===== src/rtl/logic_bist.sv =====
// Exhaustive self-test engine for a WIDTH-bit opcode-selected logic unit.
// Sweeps op/a/b, compares latency-aligned results to a golden model, reports errors.
module logic_bist #(
  parameter int WIDTH   = 4,
  parameter int DUT_LAT = 0,
  parameter int CNT_W   = 16
) (
  input  logic             clk,
  input  logic             reset,
  input  logic             start,
  output logic [2:0]       op_out,
  output logic [WIDTH-1:0] a_out,
  output logic [WIDTH-1:0] b_out,
  output logic             vec_valid,
  input  logic [WIDTH-1:0] dut_result,
  output logic             busy,
  output logic             done,
  output logic             pass,
  output logic [CNT_W-1:0] err_count,
  output logic [2:0]       fail_op,
  output logic [WIDTH-1:0] fail_a,
  output logic [WIDTH-1:0] fail_b
);

  typedef enum logic [1:0] {S_IDLE, S_RUN, S_DRAIN, S_DONE} state_t;

  typedef struct packed {
    logic             vld;
    logic [2:0]       op;
    logic [WIDTH-1:0] a;
    logic [WIDTH-1:0] b;
    logic [WIDTH-1:0] exp;
  } vec_t;

  localparam logic [2:0] LAST_DRAIN = 3'(DUT_LAT - 1);

  state_t           r_state, w_next;
  logic [2:0]       r_op;
  logic [WIDTH-1:0] r_a, r_b;
  logic [2:0]       r_drain_cnt;
  logic [CNT_W-1:0] r_err_count;
  logic [2:0]       r_fail_op;
  logic [WIDTH-1:0] r_fail_a, r_fail_b;
  logic             r_fail_seen;
  logic             w_start_acc, w_last, w_mismatch;
  vec_t             w_cur, w_cmp;

  function automatic logic [WIDTH-1:0] golden(input logic [2:0] op,
                                              input logic [WIDTH-1:0] a,
                                              input logic [WIDTH-1:0] b);
    case (op)
      3'd0:    return ~a;
      3'd1:    return a & b;
      3'd2:    return a | b;
      3'd3:    return ~(a & b);
      3'd4:    return ~(a | b);
      3'd5:    return a ^ b;
      3'd6:    return ~(a ^ b);
      default: return '0;
    endcase
  endfunction

  assign w_start_acc = start && (r_state == S_IDLE || r_state == S_DONE);
  assign w_last      = (r_op == 3'd6) && (&r_a) && (&r_b);

  // NOTE: sequential state uses non-blocking assignments so every register
  // samples pre-edge values regardless of statement order.
  always_ff @(posedge clk) begin
    if (reset) r_state <= S_IDLE;
    else       r_state <= w_next;
  end

  // NOTE: every combinational output gets a default first, so no path can
  // leave it unassigned and infer a latch.
  always_comb begin
    w_next    = r_state;
    vec_valid = 1'b0;
    busy      = 1'b0;
    done      = 1'b0;
    op_out    = 3'd0;
    a_out     = '0;
    b_out     = '0;
    case (r_state)
      S_IDLE:  if (start) w_next = S_RUN;
      S_RUN: begin
        vec_valid = 1'b1;
        busy      = 1'b1;
        op_out    = r_op;
        a_out     = r_a;
        b_out     = r_b;
        if (w_last) w_next = (DUT_LAT > 0) ? S_DRAIN : S_DONE;
      end
      S_DRAIN: begin
        busy = 1'b1;
        if (r_drain_cnt == LAST_DRAIN) w_next = S_DONE;
      end
      S_DONE: begin
        done = 1'b1;
        if (start) w_next = S_RUN;
      end
      default: w_next = S_IDLE;
    endcase
    pass = done && (r_err_count == '0);
  end

  // Vector generator: b inner, a middle, op outer.
  always_ff @(posedge clk) begin
    if (reset || w_start_acc) begin
      r_op <= 3'd0;
      r_a  <= '0;
      r_b  <= '0;
    end else if (r_state == S_RUN) begin
      r_b <= r_b + 1'b1;
      if (&r_b) begin
        r_a <= r_a + 1'b1;
        if (&r_a) r_op <= w_last ? 3'd0 : r_op + 3'd1;
      end
    end
  end

  always_ff @(posedge clk) begin
    if (reset || r_state != S_DRAIN) r_drain_cnt <= 3'd0;
    else                             r_drain_cnt <= r_drain_cnt + 3'd1;
  end

  assign w_cur = '{vld: vec_valid, op: op_out, a: a_out, b: b_out,
                   exp: golden(op_out, a_out, b_out)};

  generate
    if (DUT_LAT == 0) begin : g_bypass
      assign w_cmp = w_cur;
    end else begin : g_pipe
      vec_t r_pipe [DUT_LAT];
      // NOTE: only the valid bits need a reset; payload is ignored while invalid,
      // so the storage array stays reset-free.
      always_ff @(posedge clk) begin
        if (reset) begin
          for (int i = 0; i < DUT_LAT; i++) r_pipe[i].vld <= 1'b0;
        end else begin
          r_pipe[0] <= w_cur;
          for (int i = 1; i < DUT_LAT; i++) r_pipe[i] <= r_pipe[i-1];
        end
      end
      assign w_cmp = r_pipe[DUT_LAT-1];
    end
  endgenerate

  assign w_mismatch = w_cmp.vld && (dut_result != w_cmp.exp);

  always_ff @(posedge clk) begin
    if (reset || w_start_acc) begin
      r_err_count <= '0;
      r_fail_op   <= 3'd0;
      r_fail_a    <= '0;
      r_fail_b    <= '0;
      r_fail_seen <= 1'b0;
    end else if (w_mismatch) begin
      if (r_err_count != '1) r_err_count <= r_err_count + 1'b1;
      if (!r_fail_seen) begin
        r_fail_op   <= w_cmp.op;
        r_fail_a    <= w_cmp.a;
        r_fail_b    <= w_cmp.b;
        r_fail_seen <= 1'b1;
      end
    end
  end

  assign err_count = r_err_count;
  assign fail_op   = r_fail_op;
  assign fail_a    = r_fail_a;
  assign fail_b    = r_fail_b;

endmodule

===== config.mk =====
export PLATFORM = sky130hd
export DESIGN_NAME = logic_bist
export DESIGN_NICKNAME = d
export VERILOG_FILES = /design/src/rtl/logic_bist.sv
export SDC_FILE = /design/constraint.sdc
export NUM_CORES = 1
export LEC_CHECK = 0
export CORE_ASPECT_RATIO = 2
export CORE_MARGIN = 2
export CORE_UTILIZATION = 25
export CTS_CLUSTER_SIZE = 16
export DETAILED_ROUTE_END_ITERATION = 8
export PLACE_DENSITY = 0.47
export SETUP_SLACK_MARGIN = 0.02
export SYNTH_ARGS = -nofsm -noshare
export SYNTH_HDL_FRONTEND = slang
export SYNTH_SLANG_ARGS = --single-unit

===== constraint.sdc =====
create_clock -name clk -period 6.86 [get_ports clk]
set_input_delay 2.058 -clock clk [delete_from_list [all_inputs] [get_ports clk]]
set_output_delay 2.058 -clock clk [all_outputs]
set_load 0.01 [all_outputs]

After elaboration in Yosys (flattened, before gate mapping)
Cells that the tools add are included.
{ "classes": {"reduce_logical": 20, "eq_ne": 17, "add_sub_neg": 5, "mux": 12, "bitwise_logic": 8} }
{ "op_table": {"columns": ["cell", "count"], "rows": [
  ["$pmux 4 s7", 1],
  ["$add 16x1->16 const B", 1],
  ["$logic_not 16->1", 1],
  ["$ne 16x16->1 const B", 1],
  ["$not 4->4", 4],
  ["$eq 3x3->1 const B", 5],
  ["$reduce_and 9->1", 1],
  ["$add 4x1->4 const B", 2],
  ["$mux 4", 2],
  ["$reduce_and 4->1", 2],
  ["$add 3x1->3 const B", 2],
  ["$eq 3x2->1 const B", 2],
  ["$mux 2", 3],
  ["$mux 3", 2],
  ["$ne 2x2->1 const B", 3],
  ["$pmux 2 s3", 1],
  ["$logic_and 1x1->1", 5],
  ["$reduce_and 5->1", 1],
  ["$and 4x4->4", 1],
  ["$eq 2x2->1 const B", 2],
  ["$ne 4x4->1", 1],
  ["$or 4x4->4", 1],
  ["$reduce_and 2->1", 2],
  ["$reduce_or 2->1", 2],
  ["10 further kinds", 14]
]} }
{ "totals": {"regBits": 44, "output_inout_bits": 42} }

Depth between registers and ports, before layout
Gate-level depths: netlist of run 1.
{ "logic_depth": {"word_depth": 8, "mapped_depth": 15, "mapped_depth_nobuf": 12} }

Worst setup path after synthesis of run 1
OpenSTA, ideal clock, no wires.
{ "synth_timing": {"path_kind": "input port to flip-flop", "from": "input dut_result[2]", "to": "register r_err_count[15] (netlist: err_count[15])", "t_arrival_ns": 3.449, "required_time_ns": 6.790, "path_stages": 6, "slack_ns": 3.341, "path_cell_list": "inv_1 -> or4_1 -> nand4b_1 -> o21ai_2 -> or4_1 -> a21oi_1"} }
{ "synth_via": {"elab_chain_len": 3} }
{ "synth_lines": {"columns": ["element", "line_no", "text"], "rows": [
  ["start, declared", "15", "input logic [WIDTH-1:0] dut_result,"],
  ["$ne 4x4->1", "148", "assign w_mismatch = w_cmp.vld && (dut_result != w_cmp.exp);"],
  ["$logic_and 1x1->1", "148", null],
  ["$reduce_and 2->1 (no line)", null, null],
  ["end signal, assigned", "158", "if (r_err_count != '1) r_err_count <= r_err_count + 1'b1;"],
  ["end, declared", "41", "logic [CNT_W-1:0] r_err_count;"]
]} }
No other way between the ends.
A chain may end at the register's enable or synchronous reset.

Final worst setup path of run 1
{ "layout_timing": {"from": "register r_state[1]", "to": "output a_out[1]"} }
{ "layout_via": {"elab_chain_len": 2} }
{ "layout_lines": {"columns": ["element", "line_no", "text"], "rows": [
  ["start, declared", "37", "state_t r_state, w_next;"],
  ["start signal, assigned", "70", "else r_state <= w_next;"],
  ["$eq 2x1->1", "83", "case (r_state)"],
  ["$mux 4", "83", null],
  ["end, declared", "12", "output logic [WIDTH-1:0] a_out,"]
]} }
No other way between the ends.

==> impl_metrics.toml, run 1 <==
[run_status]
status = "completed"

[clock_tree]
cts_tree = "yes"
cts_resized = 0
numCtsBuffers = 5
clk_pin_slew_worst_paths_ns = 0.06
cts.sinks = 44
cts_setup_buffers = 0
hold_buffers = 0
max-clock-path-buffers = 2
h-tree-depth = 2
insertion_delay_ns = 0.29
cts_root_buffer = "clkbuf_16"

[critical_path]
cp_cell_sequence = "inv_1 > ha_1 > nand2_1 > inv_1 > clkdlybuf4s50_1"
crit_cells = 5
critPathArrivalTime_ns = 2.38
start_kind = "flip-flop"
cp_slowest_cell = "ha_1"
worstSetupPathType = "flip-flop to output port"
crit_required_ns = 4.80
endpoint = "a_out[1]"
critPathMaxFanout = 24
worstReg2RegEnd = "err_count[10]"
rrSetupSlack_ns = 2.60
crit_family = "buffers and inverters"
path_buf_inv = 3
crit_start = "r_state[1]"
cpPeakStageDelay_ns = 0.75
rr_startpoint = "r_state[1]"
cp_common_cell = "inv_1"
worst_r2r_path_depth = 11
crit_path_end_kind = "output port"

[min_path]
hp-class = "flip-flop to flip-flop"

[sta]
setup_viol_count_final = 0
timing.fmax_mhz = 225.1
tns_ns = 0
grt_setup_unrepaired = "false"
fin_crit_sh_pct = 64.75
period_needed_ns = 4.442
max_slew_margin_pct = 22.81
final_hold_viol_count = 0
tightestPinTransition_ns = 1.158
slew_viol_final = 0
fin_skew_ns = 0.005830

[layout]
post-route-util_pct = 32.24
nNetsFinal = 378
diodes = 0
drive_above_1_share_pct = 4.802
synthToLayoutAreaGrowth_pct = 26.40
final_area_um2 = 3378

[placed_design]
gp_congestion = 0.7578
placedInstanceArea_um2 = 3228
hpwl_um = 5581
port-buffer-count = 48

[power_and_ir_drop]
power_density_nw_per_um2 = 217.3
vdd_ir_drop_max_mv = 0.1234
leakage_uw = 0.001269

[logic_synthesis]
netlist_top_cells_area = "dfxtp_1 33%, ha_1 8.4%, a21oi_1 4.9%"
synth_edf_count = 0
synth_cells = 319
synthFlopType = "dfxtp_1"
synth_compound_area_share_pct = 20.83
syn-num-nets = 344
synth_top_area_cell = "dfxtp_1"
ys_seq_area_share_pct = 32.96
avgSynthCellArea_um2 = 8.378
yosys.area_share.simple_pct = 25.14
synth.most_common_cell = "dfxtp_1"
synth_top_family_by_area = "simple AND/OR/NAND/NOR gates"
synth_top_area_share_pct = 32.96
syn_area_um2 = 2673
synth_fa_ha_area_share_pct = 8.427
synth-xor-area-share_pct = 1.966
yosys_warnings = 0
synthArstFlopShare_pct = 0
synth_cell_types = 55
muxShareOfSynthArea_pct = 4.401
synth_common_cells = "44 x dfxtp_1, 33 x nand2_1, 26 x a21oi_1, 24 x nor2_1"
synth_seq_cells = 44

[drt]
postRouteWirelength_um = 7582
avgRoutedWirePerCell_um = 15.44
postRouteAntennaNets = 0
firstDrtPassIters = 4
routed_via_density = 5.039
first_iter_violations = 79
drc = 0
dr_total_vias = 2474

[floorplanning]
top_level_ports = 49
dieArea_um2 = 11580
die_w_um = 77.11
start_util_pct = 25.51
fp-row-count = 53
core_area_um2 = 10480
die_y_um = 150.2

[run]
drv_cap = 0

[grt]
grt_pass1_wl_um = 12260
grt_max_degree = 29
antenna_found_initial = 0
grt_pass1_vias = 2391
track_usage_pct = 13.45
grt_overflow = 0
[cell families after synthesis]
logic type      after synthesis
simple gates                124
compound gates               80
flops                        44
buf+inv                      39
fa+ha+maj                    18
mux                           8
xor+xnor                      6
[flip-flops by register name (all words and copies together) (netlist names), 2 cells and up]
| signal | count |
|---|---|
| err_count | 16 |
| fail_a | 4 |
| fail_b | 4 |
| r_a | 4 |
| r_b | 4 |
| fail_op | 3 |
| r_drain_cnt | 3 |
| r_op | 3 |
| r_state | 2 |
[layer usage]
layer  vias to the layer above  wire length (um)  track usage [%]
li1                       1235                 -                -
met1                      1177              2973            13.99
met2                        54              4189            26.45
met3                         8               234            1.739
met4                         0               186            5.804
met5                         -                 0                0
[cell type report]
cell class,count,area [um2]
well taps,137,171.4
fillers,1154,7099
flip-flops and latches,44,880.8
clock buffers,7,142.6
multi-input cells,236,1628
clock inverters,1,7.507
repair buffers,48,480.5
inverters,18,67.56
[where the power goes]
| group | leakage (uW) | internal [uW] | total [uW] | switching (uW) |
|---|---|---|---|---|
| Sequential | 0.000355 | 269 | 286 | 17.5 |
| Clock | 0.0000701 | 145 | 243 | 98.3 |
| Combinational | 0.000844 | 70.3 | 205 | 134 |
| Total | 0.00127 | 484 | 734 | 250 |
[stage by stage]
stage,worst slack (ns),instances,hold slack (ns),total power [uW]
3_5_place_dp,2.376,483,0.4205,498.9
6_report,2.418,491,0.4240,734.2
2_1_floorplan,3.341,319,0.4016,437.5
5_1_grt,2.162,491,0.4601,778.7
4_1_cts,2.376,491,0.4295,743.7
3_3_place_gp,2.461,483,0.4152,496.1
[how the worst min path moves through the flow]
stage | cells after the start | from | to | slack, ns
after floorplan | 1 | r_drain_cnt[0] | r_drain_cnt[0] | 0.40
after global placement | 1 | r_drain_cnt[0] | r_drain_cnt[0] | 0.42
after detailed placement | 1 | r_drain_cnt[0] | r_drain_cnt[0] | 0.42
after CTS | 1 | r_drain_cnt[0] | r_drain_cnt[0] | 0.43
after global routing | 1 | r_drain_cnt[0] | r_drain_cnt[0] | 0.46
final | 1 | r_drain_cnt[0] | r_drain_cnt[0] | 0.42
[cells in the final DEF (no fill, tap or decap), types with 3 or more instances in the layout]
master	Yosys	final
nor2b_1	3	3
o31a_1	3	3
o21a_1	3	3
nand3_1	6	6
clkbuf_16	0	5
o31ai_1	9	9
dfxtp_1	44	44
a41o_1	10	10
mux4_2	3	3
nor3b_1	3	3
and2_1	8	8
nor4_1	3	3
xnor2_1	4	4
nand2_1	33	33
or3_1	6	6
nand4_1	5	5
o211ai_1	3	3
mux2i_1	5	5
ha_1	18	18
or4_1	10	10
a21oi_1	26	25
clkdlybuf4s50_1	0	48
nor3_1	4	4
o21ai_0	9	9
nor2_1	24	24
inv_1	18	18
Power figures use the tool's default switching activity.
==> inputs of run 2 (changes only) <==
Clock period 6.86 ns to 4.3 ns, I/O delays scaled along.
==> run 2 against run 1 <==
Clock skew grew 0.0023 ns. Sequential power grew 59%. Combinational power grew 65%. Final cell count grew 0.81%. Global-route usage grew 0.15 points. Largest power group unchanged.
==> impl_metrics.toml, run 2 (synthesis gave the netlist of run 1 again) <==
[run_status]
status = "completed"

[power_and_ir_drop]
power_density_nw_per_um2 = 343.2
vdd_ir_drop_max_mv = 0.1399
p_total_uw = 1168
leakage_uw = 0.001291

[layout]
synthToLayoutAreaGrowth_pct = 27.34
largest_reg_flops = 16
post-route-util_pct = 32.48
nNetsFinal = 383
diodes = 0
drive_above_1_share_pct = 6.145
n_fill_cell = 1187
final_cell_mix = "48 x clkdlybuf4s50_1, 44 x dfxtp_1, 33 x nand2_1, 25 x a21oi_1, 24 x nor2_1"
seqCellArea_um2 = 880.8
multi_input_area_um2 = 1628
final_common_cell = "clkdlybuf4s50_1"

[clock_tree]
h-tree-depth = 2
max-clock-path-buffers = 2
cts_resized = 0
cts_tree = "yes"
numCtsBuffers = 5
cts_root_buffer = "clkbuf_16"
clk_pin_slew_worst_paths_ns = 0.06
cts_setup_buffers = 0
hold_buffers = 0
insertion_delay_ns = 0.29
cts.sinks = 44

[min_path]
hp-class = "flip-flop to flip-flop"
min_from = "r_drain_cnt[0]"
min_to = "r_drain_cnt[0]"
hold_depth = 1

[sta]
period_needed_ns = 3.768
final_hold_viol_count = 0
fin_crit_sh_pct = 87.63
timing.fmax_mhz = 265.4
max_slew_margin_pct = 35.10
tightestPinTransition_ns = 0.9734
final.setup.worst_slack_ns = 0.5321
grt_setup_unrepaired = "false"
slew_viol_final = 0
setup_viol_count_final = 0
fin_skew_ns = 0.008148
tns_ns = 0

[drt]
drc = 0
postRouteWirelength_um = 7475
firstDrtPassIters = 5
avgRoutedWirePerCell_um = 15.10
postRouteAntennaNets = 0
routed_via_density = 5.000
dr_total_vias = 2475
first_iter_violations = 120

[floorplanning]
top_level_ports = 49
core_area_um2 = 10480
die_y_um = 150.2
start_util_pct = 25.51
fp-row-count = 53
die_w_um = 77.11
dieArea_um2 = 11580

[grt]
grt_pass1_vias = 2396
antenna_found_initial = 0
grt_overflow = 0
track_usage_pct = 13.61
grt_max_degree = 29
grt_pass1_wl_um = 12420

[critical_path]
critPathArrivalTime_ns = 3.96
crit_required_ns = 4.49
worst_r2r_path_depth = 11
worstReg2RegEnd = "err_count[10]"
critPathMaxFanout = 21
crit_path_end_kind = "flip-flop"
start_kind = "flip-flop"
rrSetupSlack_ns = 0.53
worstSetupPathType = "flip-flop to flip-flop"
rr_startpoint = "r_state[1]"

[run]
drv_cap = 0

[placed_design]
hpwl_um = 5618
gp_congestion = 0.7753
port-buffer-count = 48
place_worst_setup_slack_ns = 0.5203
==> run 2: changes by cell type in the layout (fill, tap and decap cells not counted), sizes merged <==
cell,change
clkinv,+1
buf,+5
clkbuf,-2
==> run 2: worst max-delay path: stages (launching register included) <==
cell      delay [ns]
dfxtp_1         0.34
inv_1           0.06
ha_1            0.39
nand2_1         0.15
ha_1            0.33
and2_1          0.16
mux4_2          0.46
o41a_1          0.44
o22ai_2         0.28
o21a_1          0.58
a41oi_1         0.20
a311oi_1        0.26
==> run 2: how the worst max path moves through the flow <==
stage / from / endpoint / slack [ns] / cells after the start
3_3_place_gp: r_state[1] / err_count[10] / 0.64 / 11
3_5_place_dp: r_state[1] / err_count[10] / 0.52 / 11
4_1_cts: r_state[1] / err_count[10] / 0.50 / 11
6_report: r_state[1] / err_count[10] / 0.53 / 11
5_1_grt: r_state[1] / err_count[10] / 0.27 / 11
2_1_floorplan: r_state[1] / err_count[15] / 0.80 / 13
==> run 2: per-stage QoR <==
stage,hold WS (ns),instance area [um2],cells
floorplan,0.4016,2673,319
global placement,0.4181,3266,488
detailed placement,0.4261,3266,488
CTS,0.4349,3403,495
global route,0.4583,3403,495
finish,0.4266,3403,495
==> run 2: layout make-up <==
class	count	share of cell area [%]
repair buffers	53	15.22
clock buffers	5	3.676
flip-flops and latches	44	25.88
well taps	137	5.037
inverters	18	1.985
clock inverters	2	0.3676
multi-input cells	236	47.83
==> run 2: routing by layer <==
metal	up-vias	part of all wire, %	GRT usage (%)
li1	1246	-	-
met1	1176	40	14.45
met2	45	55	26.27
met3	8	2.7	1.499
met4	0	2.4	6.518
met5	-	0	0
==> run 2: power by group <==
group / leakage [uW] / switching [uW] / internal [uW]
registers: 0.000355 / 26.0 / 429
clock network: 0.0000657 / 163 / 211
logic: 0.000870 / 216 / 123
